==> config.mk <==
export PLATFORM = sky130hd
export DESIGN_NAME = pes_vm_param
export DESIGN_NICKNAME = d
export VERILOG_FILES = /design/src/rtl/pes_vm_param.sv
export SDC_FILE = /design/constraint.sdc
export NUM_CORES = 1
export LEC_CHECK = 0
export ABC_AREA = 1
export BUFFER_PORTS_ARGS = -buffer_cell sky130_fd_sc_hd__buf_2
export CAP_MARGIN = 20
export CORE_UTILIZATION = 47
export DETAILED_ROUTE_END_ITERATION = 16
export HOLD_SLACK_MARGIN = 0.05
export PLACE_DENSITY = 0.76
export SYNTH_ARGS = -nofsm -noshare
export SYNTH_HDL_FRONTEND = slang
export SYNTH_SLANG_ARGS = --single-unit
export TNS_END_PERCENT = 100
==> constraint.sdc <==
create_clock -name clock -period 1.7 [get_ports clock]
set_input_delay 0.255 -clock clock [delete_from_list [all_inputs] [get_ports clock]]
set_output_delay 0.255 -clock clock [all_outputs]
set_load 0.02 [all_outputs]
==> src/rtl/pes_vm_param.sv <==
// Single-product vending controller: accumulates 1/2-unit coins toward PRICE,
// vends one item, streams change back, and tracks a refillable stock count.
module pes_vm_param #(
  parameter int PRICE    = 3,
  parameter int CREDIT_W = 3,
  parameter int DEPTH    = 8,
  parameter int STOCK_W  = 4
) (
  input  logic                clock,
  input  logic                reset,
  input  logic [1:0]          in,
  input  logic                refill,
  output logic                out,
  output logic [1:0]          change,
  output logic [CREDIT_W-1:0] credit,
  output logic [STOCK_W-1:0]  stock,
  output logic                sold_out,
  output logic                busy
);

  typedef enum logic [1:0] {
    ACCEPT = 2'd0,
    VEND   = 2'd1,
    CHANGE = 2'd2
  } state_t;

  localparam logic [CREDIT_W-1:0] PRICE_C = CREDIT_W'(PRICE);
  localparam logic [CREDIT_W-1:0] ONE_C   = CREDIT_W'(1);
  localparam logic [CREDIT_W-1:0] TWO_C   = CREDIT_W'(2);
  localparam logic [STOCK_W-1:0]  DEPTH_C = STOCK_W'(DEPTH);

  state_t              r_state;
  state_t              w_nextState;
  logic [CREDIT_W-1:0] r_credit;
  logic [CREDIT_W-1:0] w_nextCredit;
  logic [CREDIT_W-1:0] w_coinValue;
  logic [CREDIT_W-1:0] w_sum;
  logic [CREDIT_W-1:0] w_payValue;
  logic [STOCK_W-1:0]  r_stock;
  logic                w_isCoin;

  always_ff @(posedge clock) begin
    if (!reset) begin
      r_state  <= ACCEPT;
      r_credit <= '0;
    end else begin
      r_state  <= w_nextState;
      r_credit <= w_nextCredit;
    end
  end

  // Refill overrides the decrement taken on the VEND exit edge.
  always_ff @(posedge clock) begin
    if (!reset) begin
      r_stock <= DEPTH_C;
    end else if (refill) begin
      r_stock <= DEPTH_C;
    end else if (r_state == VEND) begin
      r_stock <= r_stock - STOCK_W'(1);
    end
  end

  always_comb begin
    w_nextState  = r_state;
    w_nextCredit = r_credit;
    w_isCoin     = (in == 2'b01) || (in == 2'b10);
    w_coinValue  = (in == 2'b10) ? TWO_C : ((in == 2'b01) ? ONE_C : '0);
    w_sum        = r_credit + w_coinValue;
    w_payValue   = (r_credit >= TWO_C) ? TWO_C : ONE_C;
    case (r_state)
      ACCEPT: begin
        if (w_isCoin && !sold_out) begin
          w_nextCredit = w_sum;
          if (w_sum >= PRICE_C) begin
            w_nextState = VEND;
          end
        end else if (in == 2'b11 && r_credit != '0) begin
          w_nextState = CHANGE;
        end
      end
      VEND: begin
        w_nextCredit = r_credit - PRICE_C;
        w_nextState  = (r_credit != PRICE_C) ? CHANGE : ACCEPT;
      end
      CHANGE: begin
        w_nextCredit = r_credit - w_payValue;
        if (r_credit == w_payValue) begin
          w_nextState = ACCEPT;
        end
      end
      default: begin
        w_nextState  = ACCEPT;
        w_nextCredit = '0;
      end
    endcase
  end

  // Two-unit coins go out first so the refund stream is as short as possible.
  always_comb begin
    out      = (r_state == VEND);
    change   = 2'b00;
    if (r_state == CHANGE) begin
      change = (r_credit >= TWO_C) ? 2'b10 : 2'b01;
    end
    busy     = (r_state != ACCEPT);
    sold_out = (r_stock == '0);
    credit   = r_credit;
    stock    = r_stock;
  end

endmodule

After elaboration in Yosys (flattened, before gate mapping)
Index checks and enable logic that the tools add are counted.

Flip-flop bits (word level): 9. Bits of input ports: 5. Output and inout bits: 12.

$add $sub $neg: 4. $lt $le $gt $ge: 2. Eq/ne operators: 11. Mux-type cells: 13. Bitwise gates (word level): 1. Reductions and logical operators: 10.

Operator list (number): 2-bit 2-to-1 mux (9); 3-bit case mux with 3 select lines (1); 2-bit equality test, second input constant (3); 3-bit by 2-bit greater-or-equal comparator with 1-bit output, second input constant (2); 3-bit != test, second input constant (2); 2-bit case mux with 3 select lines (1); 2-bit by 1-bit equality test with 1-bit output, second input constant (2); 4-bit logical NOT (1); 2-bit != test, second input constant (2); 4-bit by 1-bit subtractor with 4-bit output, second input constant (1); 3-bit by 2-bit adder with 3-bit output (1); 3-bit by 2-bit equality test with 1-bit output (1); 3-bit 2-to-1 mux (1); 3-bit by 2-bit != test with 1-bit output, second input constant (1); 3-bit AND reduction (1); 3-bit nonzero test (1); 3-bit by 2-bit subtractor with 3-bit output (1); 3-bit by 2-bit subtractor with 3-bit output, second input constant (1); 1-bit logical AND (2); 2-bit logical NOT (1); 2-bit nonzero test (1); 2-bit OR reduction (1); 1-bit logical NOT (1); 1-bit logical OR (1); other kinds (2) (2).

Depth between registers and ports, before layout
Word-level depth: 8. Mapped depth: 12. Mapped depth without buffers: 12.

Least setup slack after synthesis
No wires, ideal clock.

Path type: register -> register. Start point: register r_credit[0] (netlist: credit[0]). End point: register r_credit[2] (netlist: credit[2]). Library setup time: 119 ps. Arrival: 1814 ps. Path slack: -233 ps. Cell stages (with the launch flop): 13. Path through: dfxtp_1 > inv_1 > ha_1 > nor3_1 > ha_1 > inv_1 > ha_1 > inv_1 > nand2_1 > nand3_1 > nand2_1 > o21ai_1 > a21oi_1.

Longest elaborated chain between the ends: 4. Elaborated cells on any way between the ends: 7.

RTL lines: from (decl) (RTL line 34) `logic [CREDIT_W-1:0] r_credit;`; from (signal assigned) (RTL line 48) `r_credit <= w_nextCredit;`; 3-bit by 2-bit greater-or-equal comparator with 1-bit output (RTL line 69) `w_payValue = (r_credit >= TWO_C) ? TWO_C : ONE_C;`; 2-bit 2-to-1 mux (RTL line 69); 3-bit by 2-bit subtractor with 3-bit output (RTL line 86) `w_nextCredit = r_credit - w_payValue;`; 3-bit case mux with 3 select lines * (RTL line 70) `case (r_state)`.

Every way passes the cells marked *; elsewhere a longest branch is shown, timed or not. The select of a mux whose other input is x is not followed. A chain may end at the register's enable or synchronous reset.

Worst setup path in the final report
Start point: register r_credit[0] (netlist: credit[0]). End point: register r_state[0].

Longest elaborated chain between the ends: 5. Elaborated cells on any way between the ends: 11.

RTL lines: parallel branches: the longest is 4 deep, another holds 3-bit by 2-bit adder with 3-bit output; 3-bit AND reduction (no line) *; to (signal assigned) (RTL line 47) `r_state <= w_nextState;`; to (decl) (RTL line 32) `state_t r_state;`.

Mark *: on every way between the ends.

==> results by group <==
Layout
  • Fin util: 0.663
  • Number of cells in the finished layout apart from fillers: 153
  • Layout cell share with drive strength beyond 1: 0.358
  • Final net count: 155
  • Number of antenna diodes: 0
  • Layout-stage area growth over the synthesis result: 32.6%

Route
  • Iteration-0 DRC count of the detailed router: 7
  • WL per Instance: 11.0 um
  • Number of vias in the routed layout: 759
  • Residual antenna-violating net count after detailed routing: 0
  • First-pass iteration count of the detailed router: 4
  • DR vias/cell: 4.96
  • Number of design rule violations left after detail routing: 0
  • Total length of routed wires: 1680 um

CTS
  • Number of hold buffers added after CTS: 0
  • Clock latency of the later-clocked register in the worst-skew pair: 260 ps
  • CTS H-tree lvls: 1
  • Clock tree from TritonCTS: done
  • Clock transition at the registers of the reported paths: 60 ps
  • CTS buffer count: 3
  • Sink Count: 9
  • Clock tree root driver cell: sky130_fd_sc_hd__clkbuf_4
  • Buffer depth of the longest clock path: 2

Placed design
  • Post-Place Worst Slack: -85.3 ps
  • Dpl hpwl: 1360 um
  • Weighted congestion at the end of routability-driven global placement: 0.833
  • Quantity of I/O buffers inserted on ports: 16
  • Placed Cells: 147

Worst setup path
  • Register-to-register path setup slack: 5 ps
  • Max Fanout on Critical Path: 2
  • Capturing instance or port of the critical path: r_state[0]
  • Start-to-end type of the worst setup path: register to register
  • Crit path largest cell delay: 530 ps
  • Stages on worst setup path: 9
  • Crit path required time: 1890 ps
  • Worst flop-to-flop path startpoint: credit[0]
  • Master of the slowest instance on the critical path: sky130_fd_sc_hd__fa_2
  • Launching instance or port of the critical path: credit[0]
  • Crit path launch type: register
  • R2r endpoint: r_state[0]
  • Buffers & Inverters on Critical Path: 1
  • Register-to-Register Path Depth: 9
  • Type of destination of the critical path: register
  • Crit-path leading delay family: adder cells
  • Cell chain of the critical path: buf_6 > ha_4 > fa_2 > nand2_2 > nand2_2 > nor2_1 > nor2_1 > nand2_1 > nor2_1
  • Most common cell on crit path: sky130_fd_sc_hd__nor2_1
  • Data arrival time at the worst-slack endpoint: 1890 ps

Yosys
  • Post-synthesis cell area: 753 um^2
  • Number of instances in the synthesized netlist: 110
  • Synth area leaders: sky130_fd_sc_hd__dfxtp_1 24%, sky130_fd_sc_hd__ha_1 18%, sky130_fd_sc_hd__nand2_1 15%
  • Syn_nets: 127
  • Portion of the post-synthesis area used by sequential elements: 0.239
  • Number of warnings printed during yosys synthesis: 0
  • Flip-flop and latch count after synthesis: 9
  • Number of distinct standard cells referenced by the synthesized netlist: 23
  • Cell taking the most area after synthesis: sky130_fd_sc_hd__dfxtp_1
  • Yosys top cell area share: 0.239
  • Post-synthesis area per instance: 6.85 um^2

STA
  • Clk_skew: 8.10 ps
  • Number of pins with negative max-slew slack in the final report: 0
  • Setup repair after global routing missed its margin: true
  • Shortest clock period the worst path allows after layout: 1700 ps
  • Post-route setup slack: 4.55 ps
  • Max-slew headroom at the worst pin: 0.822
  • Max Clk Rate: 590 MHz
  • Final period utilization: 0.997
  • Count of endpoints failing hold in the final timing report: 0
  • Slew of the pin with the lowest slew margin: 267 ps
  • Setup Viol. Count Final: 0

Floorplan
  • Number of rows created at floorplan: 14
  • Boundary Pins: 17
  • Area of the die: 0.00177 mm^2
  • Effective utilization at floorplan: 0.500
  • Die height: 42.0 um
  • Die X: 42.0 um
  • Placeable core region: 0.00151 mm^2

Global routing
  • Largest net degree at the start of global routing: 11
  • Wire length of the first global-routing pass: 2800 um
  • Vias in the first global route: 685
  • GRT Total Usage: 0.207
  • Initial antenna violation count: 0
  • GR Overflow Total: 0

Flow run
  • Count of max-cap constraint violations: 0

Pwr
  • Power after layout: 1.71 mW
  • Worst voltage drop across the vdd grid: 801 uV
  • Standby leakage power: 0.520 nW
  • Power density over the cells: 1710 mW/mm^2

Min path
  • Min-Delay Path Class: primary input to register

Outcome
  • Run status: completed
-- synth_stat cells --
| library cell | n |
|---|---|
| sky130_fd_sc_hd__nand2_1 | 30 |
| sky130_fd_sc_hd__inv_1 | 18 |
| sky130_fd_sc_hd__ha_1 | 11 |
| sky130_fd_sc_hd__nor2_1 | 10 |
| sky130_fd_sc_hd__dfxtp_1 | 9 |
| sky130_fd_sc_hd__a21oi_1 | 6 |
| sky130_fd_sc_hd__nand3_1 | 6 |
| sky130_fd_sc_hd__inv_2 | 4 |
| sky130_fd_sc_hd__o21ai_1 | 2 |
| sky130_fd_sc_hd__a21boi_0 | 1 |
| sky130_fd_sc_hd__a21boi_1 | 1 |
| sky130_fd_sc_hd__buf_4 | 1 |
| sky130_fd_sc_hd__fa_1 | 1 |
| sky130_fd_sc_hd__nand4_1 | 1 |
| sky130_fd_sc_hd__nor2_2 | 1 |
| sky130_fd_sc_hd__nor2_4 | 1 |
| sky130_fd_sc_hd__nor2_8 | 1 |
| sky130_fd_sc_hd__nor3_1 | 1 |
| sky130_fd_sc_hd__nor4_1 | 1 |
| sky130_fd_sc_hd__o211ai_2 | 1 |
| sky130_fd_sc_hd__o21ai_0 | 1 |
| sky130_fd_sc_hd__o21ai_2 | 1 |
| sky130_fd_sc_hd__xnor2_1 | 1 |
-- cell families (layout without fill, tap and decap cells) --
logic type / after synthesis / count (layout) / share of synthesized area
AO/OA/AOI/OAI: 13 / 13 / 0.108
flip-flops: 9 / 9 / 0.239
XOR/XNOR: 1 / 1 / 0.0116
adder cells (fa/ha/maj): 12 / 12 / 0.209
buffers and inverters: 23 / 50 / 0.120
AND/OR/NAND/NOR: 52 / 52 / 0.312
-- cell type report --
| type | count | area (um^2) |
|---|---|---|
| clock buffer | 4 | 26.3 |
| inverter | 22 | 82.6 |
| tap | 16 | 20.0 |
| sequential | 9 | 185 |
| timing repair buffer | 24 | 144 |
| fill | 127 | 508 |
| multi-input combinational | 78 | 541 |
-- how the worst min path moves through the flow --
stage / start / slack, ps / depth (start not counted) / endpoint
floorplan: reset / 400 / 2 / r_state[1]
global route: reset / 240 / 3 / r_state[1]
CTS: reset / 250 / 3 / r_state[1]
detailed placement: stock[3] / 480 / 1 / stock[3]
finish: reset / 250 / 3 / r_state[1]
global placement: stock[3] / 460 / 1 / stock[3]
-- report_power, final --
part	switching [mW]	total [mW]	internal, mW
combinational	0.696	1.20	0.505
clock	0.0693	0.159	0.0901
sequential	0.0786	0.350	0.272
-- sequential cells by signal, indices dropped and copies added, names as in the netlist --
name and count:
r_state 2, stock 4, credit 3
-- through the flow --
step | hold slack (ps) | TNS, ps | instance area (um^2)
after floorplan | 396 | 0 | 763
after global placement | 465 | -60.9 | 901
after detailed placement | 479 | -232 | 901
after CTS | 252 | -1.73 | 971
after global routing | 242 | -73.7 | 998
final | 247 | 0 | 998
-- metal layers --
layer,track usage,vias up,wire length [um]
met1,0.232,351,758
met5,0,-,0
li1,-,395,-
met4,0.0500,0,0
met2,0.366,13,865
met3,0.0819,0,53
-- cell usage in the layout (no fill, tap or decap) --
cell                       synthesis  final
sky130_fd_sc_hd__inv_1            18     17
sky130_fd_sc_hd__nor4_1            1      1
sky130_fd_sc_hd__clkbuf_1          0      1
sky130_fd_sc_hd__buf_2             0     16
sky130_fd_sc_hd__a21boi_1          1      1
sky130_fd_sc_hd__nor2_4            1      1
sky130_fd_sc_hd__fa_2              0      1
sky130_fd_sc_hd__o211ai_2          1      1
sky130_fd_sc_hd__buf_6             0      1
sky130_fd_sc_hd__nand3_2           0      1
sky130_fd_sc_hd__a21boi_0          1      1
sky130_fd_sc_hd__dfxtp_2           0      1
sky130_fd_sc_hd__xnor2_1           1      1
sky130_fd_sc_hd__nor2_2            1      1
sky130_fd_sc_hd__o21ai_0           1      1
sky130_fd_sc_hd__dfxtp_4           0      1
sky130_fd_sc_hd__nor3_4            0      1
sky130_fd_sc_hd__a21oi_1           6      5
sky130_fd_sc_hd__nand2_2           0      2
sky130_fd_sc_hd__ha_1             11      7
sky130_fd_sc_hd__o21ai_1           2      2
sky130_fd_sc_hd__inv_2             4      5
sky130_fd_sc_hd__nor2_1           10     10
sky130_fd_sc_hd__buf_4             1      7
sky130_fd_sc_hd__nor2_8            1      1
sky130_fd_sc_hd__nand2_1          30     28
sky130_fd_sc_hd__nand4_1           1      1
sky130_fd_sc_hd__a21oi_2           0      1
sky130_fd_sc_hd__nand3_1           6      5
sky130_fd_sc_hd__o21ai_2           1      1
sky130_fd_sc_hd__dfxtp_1           9      7
sky130_fd_sc_hd__clkbuf_4          0      3
sky130_fd_sc_hd__ha_2              0      2
sky130_fd_sc_hd__ha_4              0      2
-- worst reg2reg max path: cells and delay by family, from the launching register on --
family	cells	cell delay [ps]
fa+ha+maj	2	680
simple gates	6	480
flops	1	350
buf+inv	1	120
-- what timing repair did --
item | in CTS | in global routing
hold endpoints to repair | 0 | 0
pin swaps | 7 | 2
setup endpoints to repair | 2 | 4
resized for setup | 8 | 6
setup buffers | 2 | 0
(Power assumes the default switching activity.)
